--- src/rtl/hamming64_pkg.sv ---
// rtl/hamming64_pkg.sv - shared constants and position-map helpers for the 64-bit Hamming code
package hamming64_pkg;

    localparam int DATA_W  = 64;
    localparam int CHK_W   = 7;
    localparam int MAX_POS = 71;

    function automatic logic is_pow2(input logic [CHK_W-1:0] s);
        return (s != '0) && ((s & (s - 1'b1)) == '0);
    endfunction

    // Data bits occupy the non-power-of-two codeword positions in ascending order.
    function automatic int unsigned data_pos(input int unsigned i);
        int unsigned n;
        int unsigned pos;
        n   = 0;
        pos = 0;
        for (int unsigned p = 1; p <= MAX_POS; p++) begin
            if (!is_pow2(p[CHK_W-1:0])) begin
                n++;
                if (n == i) begin
                    pos = p;
                end
            end
        end
        return pos;
    endfunction

    function automatic logic [DATA_W:1] check_mask(input int k);
        logic [DATA_W:1] m;
        int unsigned     p;
        m = '0;
        for (int i = 1; i <= DATA_W; i++) begin
            p    = data_pos(i);
            m[i] = p[k];
        end
        return m;
    endfunction

endpackage

--- src/rtl/hamming64_check_gen.sv ---
// rtl/hamming64_check_gen.sv - combinational 64-bit to 7-bit Hamming check-bit generator
module hamming64_check_gen
    import hamming64_pkg::*;
(
    input  logic [DATA_W:1]  data_i,
    output logic [CHK_W-1:0] check_o
);

    for (genvar k = 0; k < CHK_W; k++) begin : g_chk
        localparam logic [DATA_W:1] MASK = check_mask(k);
        assign check_o[k] = ^(data_i & MASK);
    end

endmodule

--- src/rtl/hamming_decoder_64.sv ---
// rtl/hamming_decoder_64.sv - two-stage SEC Hamming decoder with handshake and error counters
module hamming_decoder_64
    import hamming64_pkg::*;
#(
    parameter int CNT_W = 16
) (
    input  logic              clock,
    input  logic              reset,
    input  logic              in_valid,
    output logic              in_ready,
    input  logic [DATA_W:1]   in_data,
    input  logic [CHK_W-1:0]  in_check,
    output logic              out_valid,
    input  logic              out_ready,
    output logic [DATA_W:1]   out_data,
    output logic [CHK_W-1:0]  out_syndrome,
    output logic              out_corrected,
    output logic              out_uncorrectable,
    input  logic              cnt_clear,
    output logic [CNT_W-1:0]  corr_count,
    output logic [CNT_W-1:0]  uncorr_count
);

    logic [CHK_W-1:0] recalc;

    hamming64_check_gen u_check_gen (
        .data_i  (in_data),
        .check_o (recalc)
    );

    logic             s1_valid_q, s1_valid_d;
    logic [DATA_W:1]  s1_data_q, s1_data_d;
    logic [CHK_W-1:0] s1_syn_q, s1_syn_d;
    logic             s2_valid_q, s2_valid_d;
    logic [DATA_W:1]  s2_data_q, s2_data_d;
    logic [CHK_W-1:0] s2_syn_q, s2_syn_d;
    logic             s2_corr_q, s2_corr_d;
    logic             s2_uncorr_q, s2_uncorr_d;
    logic [CNT_W-1:0] corr_cnt_q, corr_cnt_d;
    logic [CNT_W-1:0] uncorr_cnt_q, uncorr_cnt_d;

    logic             s2_ready;
    logic             out_xfer;
    logic [DATA_W:1]  flip;

    // Only positions 3..71 that hold data can match; check-bit and out-of-range syndromes flip nothing.
    for (genvar i = 1; i <= DATA_W; i++) begin : g_flip
        localparam logic [CHK_W-1:0] POS = CHK_W'(data_pos(i));
        assign flip[i] = (s1_syn_q == POS);
    end

    assign s2_ready = !s2_valid_q || out_ready;
    assign in_ready = !s1_valid_q || s2_ready;
    assign out_xfer = s2_valid_q && out_ready;

    always_comb begin
        s1_valid_d   = s1_valid_q;
        s1_data_d    = s1_data_q;
        s1_syn_d     = s1_syn_q;
        s2_valid_d   = s2_valid_q;
        s2_data_d    = s2_data_q;
        s2_syn_d     = s2_syn_q;
        s2_corr_d    = s2_corr_q;
        s2_uncorr_d  = s2_uncorr_q;
        corr_cnt_d   = corr_cnt_q;
        uncorr_cnt_d = uncorr_cnt_q;

        if (in_ready) begin
            s1_valid_d = in_valid;
            if (in_valid) begin
                s1_data_d = in_data;
                s1_syn_d  = recalc ^ in_check;
            end
        end

        if (s2_ready) begin
            s2_valid_d = s1_valid_q;
            if (s1_valid_q) begin
                s2_data_d   = s1_data_q ^ flip;
                s2_syn_d    = s1_syn_q;
                s2_corr_d   = (s1_syn_q != '0) && (s1_syn_q <= CHK_W'(MAX_POS));
                s2_uncorr_d = (s1_syn_q > CHK_W'(MAX_POS));
            end
        end

        if (cnt_clear) begin
            corr_cnt_d   = '0;
            uncorr_cnt_d = '0;
        end else begin
            if (out_xfer && s2_corr_q && (corr_cnt_q != '1)) begin
                corr_cnt_d = corr_cnt_q + 1'b1;
            end
            if (out_xfer && s2_uncorr_q && (uncorr_cnt_q != '1)) begin
                uncorr_cnt_d = uncorr_cnt_q + 1'b1;
            end
        end
    end

    always_ff @(posedge clock) begin
        if (reset) begin
            s1_valid_q   <= 1'b0;
            s1_data_q    <= '0;
            s1_syn_q     <= '0;
            s2_valid_q   <= 1'b0;
            s2_data_q    <= '0;
            s2_syn_q     <= '0;
            s2_corr_q    <= 1'b0;
            s2_uncorr_q  <= 1'b0;
            corr_cnt_q   <= '0;
            uncorr_cnt_q <= '0;
        end else begin
            s1_valid_q   <= s1_valid_d;
            s1_data_q    <= s1_data_d;
            s1_syn_q     <= s1_syn_d;
            s2_valid_q   <= s2_valid_d;
            s2_data_q    <= s2_data_d;
            s2_syn_q     <= s2_syn_d;
            s2_corr_q    <= s2_corr_d;
            s2_uncorr_q  <= s2_uncorr_d;
            corr_cnt_q   <= corr_cnt_d;
            uncorr_cnt_q <= uncorr_cnt_d;
        end
    end

    assign out_valid         = s2_valid_q;
    assign out_data          = s2_data_q;
    assign out_syndrome      = s2_syn_q;
    assign out_corrected     = s2_corr_q;
    assign out_uncorrectable = s2_uncorr_q;
    assign corr_count        = corr_cnt_q;
    assign uncorr_count      = uncorr_cnt_q;

endmodule

--- config.mk ---
export PLATFORM = sky130hd
export DESIGN_NAME = hamming_decoder_64
export DESIGN_NICKNAME = d
export VERILOG_FILES = /design/src/rtl/hamming64_pkg.sv /design/src/rtl/hamming64_check_gen.sv /design/src/rtl/hamming_decoder_64.sv
export SDC_FILE = /design/constraint.sdc
export NUM_CORES = 1
export LEC_CHECK = 0
export BUFFER_PORTS_ARGS = -buffer_cell sky130_fd_sc_hd__buf_4
export CORE_UTILIZATION = 55
export CTS_BUF_LIST = sky130_fd_sc_hd__clkbuf_16
export DETAILED_ROUTE_END_ITERATION = 10
export GPL_ROUTABILITY_DRIVEN = 0
export PLACE_DENSITY = 0.84
export SLEW_MARGIN = 25
export SYNTH_ARGS = -nofsm -noshare
export SYNTH_HDL_FRONTEND = slang
export SYNTH_SLANG_ARGS = --single-unit
--- constraint.sdc ---
create_clock -name clock -period 2.11 [get_ports clock]
set_input_delay 0.211 -clock clock [delete_from_list [all_inputs] [get_ports clock]]
set_output_delay 0.211 -clock clock [all_outputs]
set_load 0.1 [all_outputs]
==> qor.csv <==
stage,metric,value,unit
routing,drc,0,
cts,cts-root-buf,clkbuf_16,
layout,layout_common_cells,"buf_4, nand2_1, dfxtp_1, nor2_1, xnor2_1",
cts,cts_made_buffers,17,
sta,finalCriticalPeriod,1.908,ns
sta,relSlewSlack,0.5635,
synthesis,async_flop_share,0,
synthesis,synth_edf_count,0,
cts,cts_setup_buffers,0,
worst_setup_path,cp_slowest_cell,or4_1,
cts,clockBufferDepth,2,
sta,finalHoldViolations,0,
floorplan,die_area,16150,sq um
routing,vias,7991,
sta,rsz0062_at_grt,false,
pwr,fin_total_pwr,10.33,mW
floorplan,core.rowCount,45,
floorplan,fp.dieH,127.1,um
pwr,internal_power,6.612,mW
pwr,ir_worst_vdd,686.0,uV
worst_setup_path,critPathMaxStageDelay,0.50,ns
routing,wl_per_cell,17.18,um
cts,cts_tree,built,
floorplan,coreArea,15260,sq um
worst_setup_path,rr_startpoint,uncorr_count[7]$_SDFFE_PP0P_,
placement,dp_cells,1399,
min_path,worstHoldStart,in_valid,
cts,cts-resized-gates,0,
routing,via_per_inst,5.584,
pwr,seqPwrFrac,0.371,
pwr,p_per_area,933.6,nW/um^2
routing,drtIter0Drc,654,
worst_setup_path,critical_path_buf_inv_count,0,
worst_setup_path,cp_max_fo,5,
synthesis,syn_nets,1110,
routing,antenna_left,0,
worst_setup_path,required,2.41,ns
worst_setup_path,r2r_slack,0.20,ns
layout,antenna_cells,0,
grt,track_usage,0.3030,
cts,clk_pin_slew_worst_paths,0.07,ns
grt,grt_start_max_net_pins,147,
pwr,p_switching,3.713,mW
cts,cts_max_level,4,
placement,dp_hpwl,17.36,mm
synthesis,yosys_warnings,0,
grt,grt_pass1_wl,37.74,mm
layout,final_cells,1431,
placement,place_area,10460,sq um
min_path,worstHoldEndpoint,s1_valid_q$_SDFFE_PP0N_,
floorplan,die-width,127.1,um
synthesis,syn_inst,1032,
synthesis,synthesis.area,8605,sq um
pwr,swShare,0.3596,
worst_setup_path,path_cells,nand4_1 > or2_1 > or4_1 > and3_1 > xnor2_1 > nor2_1,
layout,final_common_cell,buf_4,
min_path,whs_path_depth,3,
grt,first_global_vias,7501,
pwr,p_clk_frac,0.313,
sta,worst_pin_slew,0.6548,ns
synthesis,ys_ff_latch,178,
min_path,hold_class,in -> reg,
job,cap_violations,0,
sta,fin_skew,0.008739,ns
layout,area_growth,28.53,%
pwr,power.combinational.fraction,0.315,
cts,ctsHoldBuffers,0,
worst_setup_path,crit_family,simple AND/OR/NAND/NOR gates,
layout,postLayoutCellArea,11060,sq um
worst_setup_path,cp-end-kind,flip-flop,
synthesis,synth-main-ff-cell,dfxtp_1,
sta,final_max_slew_viol_count,0,
layout,final_nets,1285,
layout,num-fill-cells,1124,
synthesis,synth.distinct_cells,42,
sta,max_freq,524.1,MHz
floorplan,io_pins,183,
cts,worst_skew_pair.late_latency,0.44,ns
routing,dr.pass1.iters,7,
grt,grt_overflow,0,
synthesis,synth_area_per_cell,8.338,sq um
layout,drive_gt1_frac,0.2492,
worst_setup_path,crit_arrival,2.20,ns
routing,drt-total-wl,24.58,mm
placement,port_buffers,182,
sta,finalSetupViolCount,0,
worst_setup_path,startpoint_type,flip-flop,
sta,fin_crit_sh,0.9043,
worst_setup_path,r2r-end,uncorr_count[2]$_SDFFE_PP0P_,
worst_setup_path,worstSetupPathType,reg -> reg,
cts,cts.sink_count,178,
sta,tns,0,ns
floorplan,start_util,0.5639,
worst_setup_path,rr_worst_depth,6,
grt,antenna_found_initial,0,
outcome,status,"finished, final reports clean",
pwr,power.leakage,4.350,nW
synthesis,ys_seq_area_frac,0.4141,
-- final cells by class --
cell class	instances	area, sq um	share of cell area
clock buffers	17	425.4	0.03847
clock inverters	15	173.9	0.01573
inverters	3	11.26	0.001018
multi-input cells	784	4798	0.4339
flip-flops and latches	178	3625	0.3278
well taps	211	264.0	0.02387
repair buffers	223	1762	0.1593
-- flip-flops by register name, indices dropped and copies added, names as in the netlist --
name               count
corr_count            16
out_corrected          1
out_data              64
out_syndrome           7
out_uncorrectable      1
out_valid              1
s1_data_q             64
s1_syn_q               7
s1_valid_q             1
uncorr_count          16
-- cells in the mapped netlist (4+ instances only) --
library cell / n / area (sq um)
nor2_1: 120 / 450.4
nand3_1: 18 / 90.09
nand2b_1: 5 / 31.28
a211oi_1: 52 / 390.4
buf_1: 10 / 37.54
a311oi_1: 17 / 148.9
dfxtp_1: 178 / 3563
and3_1: 4 / 25.02
nand4_1: 9 / 56.30
clkbuf_1: 56 / 210.2
xnor3_1: 13 / 292.8
or3_1: 21 / 131.4
o21ai_0: 22 / 110.1
nand2_1: 203 / 762.0
nor3_1: 13 / 65.06
or2_1: 5 / 31.28
xnor2_1: 104 / 910.9
xor2_1: 70 / 613.1
a21oi_1: 77 / 385.4
-- per-stage QoR --
step                hold WS (ns)  worst slack (ns)    util
floorplan                 0.3284          0.002669       -
global placement          0.4426           0.01299  0.6855
detailed placement        0.4490          -0.02918  0.6855
CTS                     0.004706            0.2263  0.7248
global route            0.009121            0.1035  0.7248
finish                   0.01412            0.2019  0.7248
-- cells by family after synthesis --
logic type,after synthesis,share of synthesized area
AO/OA/AOI/OAI,175,0.1280
AND/OR/NAND/NOR,416,0.2063
buffers and inverters,70,0.03068
adder cells (fa/ha/maj),2,0.002908
multiplexers,1,0.001163
XOR/XNOR,190,0.2168
flip-flops,178,0.4141
-- worst register-to-register path, delay by kind of cell, from the launching register on --
family / cells / cell delay (ns)
AND/OR/NAND/NOR: 5 / 1.27
flip-flops: 1 / 0.38
XOR/XNOR: 1 / 0.13
-- how the worst max path moves through the flow --
stage	cells after the start	start	end	slack, ns
after floorplan	7	corr_count[0]$_SDFFE_PP0P_	corr_count[9]$_SDFFE_PP0P_	0.003
after global placement	7	in_data[30]	s1_syn_q[2]$_SDFFE_PP0P_	0.01
after detailed placement	7	in_data[30]	s1_syn_q[2]$_SDFFE_PP0P_	-0.03
after CTS	6	uncorr_count[7]$_SDFFE_PP0P_	uncorr_count[2]$_SDFFE_PP0P_	0.23
after global routing	6	uncorr_count[7]$_SDFFE_PP0P_	uncorr_count[2]$_SDFFE_PP0P_	0.10
final	6	uncorr_count[7]$_SDFFE_PP0P_	uncorr_count[2]$_SDFFE_PP0P_	0.20
-- per-layer routing --
metal / global-route usage / share of wire / up-vias
li1: - / - / 3798
met1: 0.3795 / 0.40 / 3700
met2: 0.4974 / 0.47 / 415
met3: 0.06156 / 0.084 / 78
met4: 0.1534 / 0.043 / 0
met5: 0 / 0 / -
-- power by group through the flow --
| stage | Combinational, mW | Clock [mW] | Sequential (mW) |
|---|---|---|---|
| finish | 3.26 | 3.24 | 3.83 |
| global route | 3.41 | 3.40 | 3.85 |
| CTS | 3.22 | 3.26 | 3.82 |
| detailed placement | 3.18 | 0 | 3.89 |
| global placement | 3.14 | 0 | 3.88 |
| floorplan | 1.64 | 0 | 4.47 |
No activity file was read; power rests on OpenSTA's default activity.
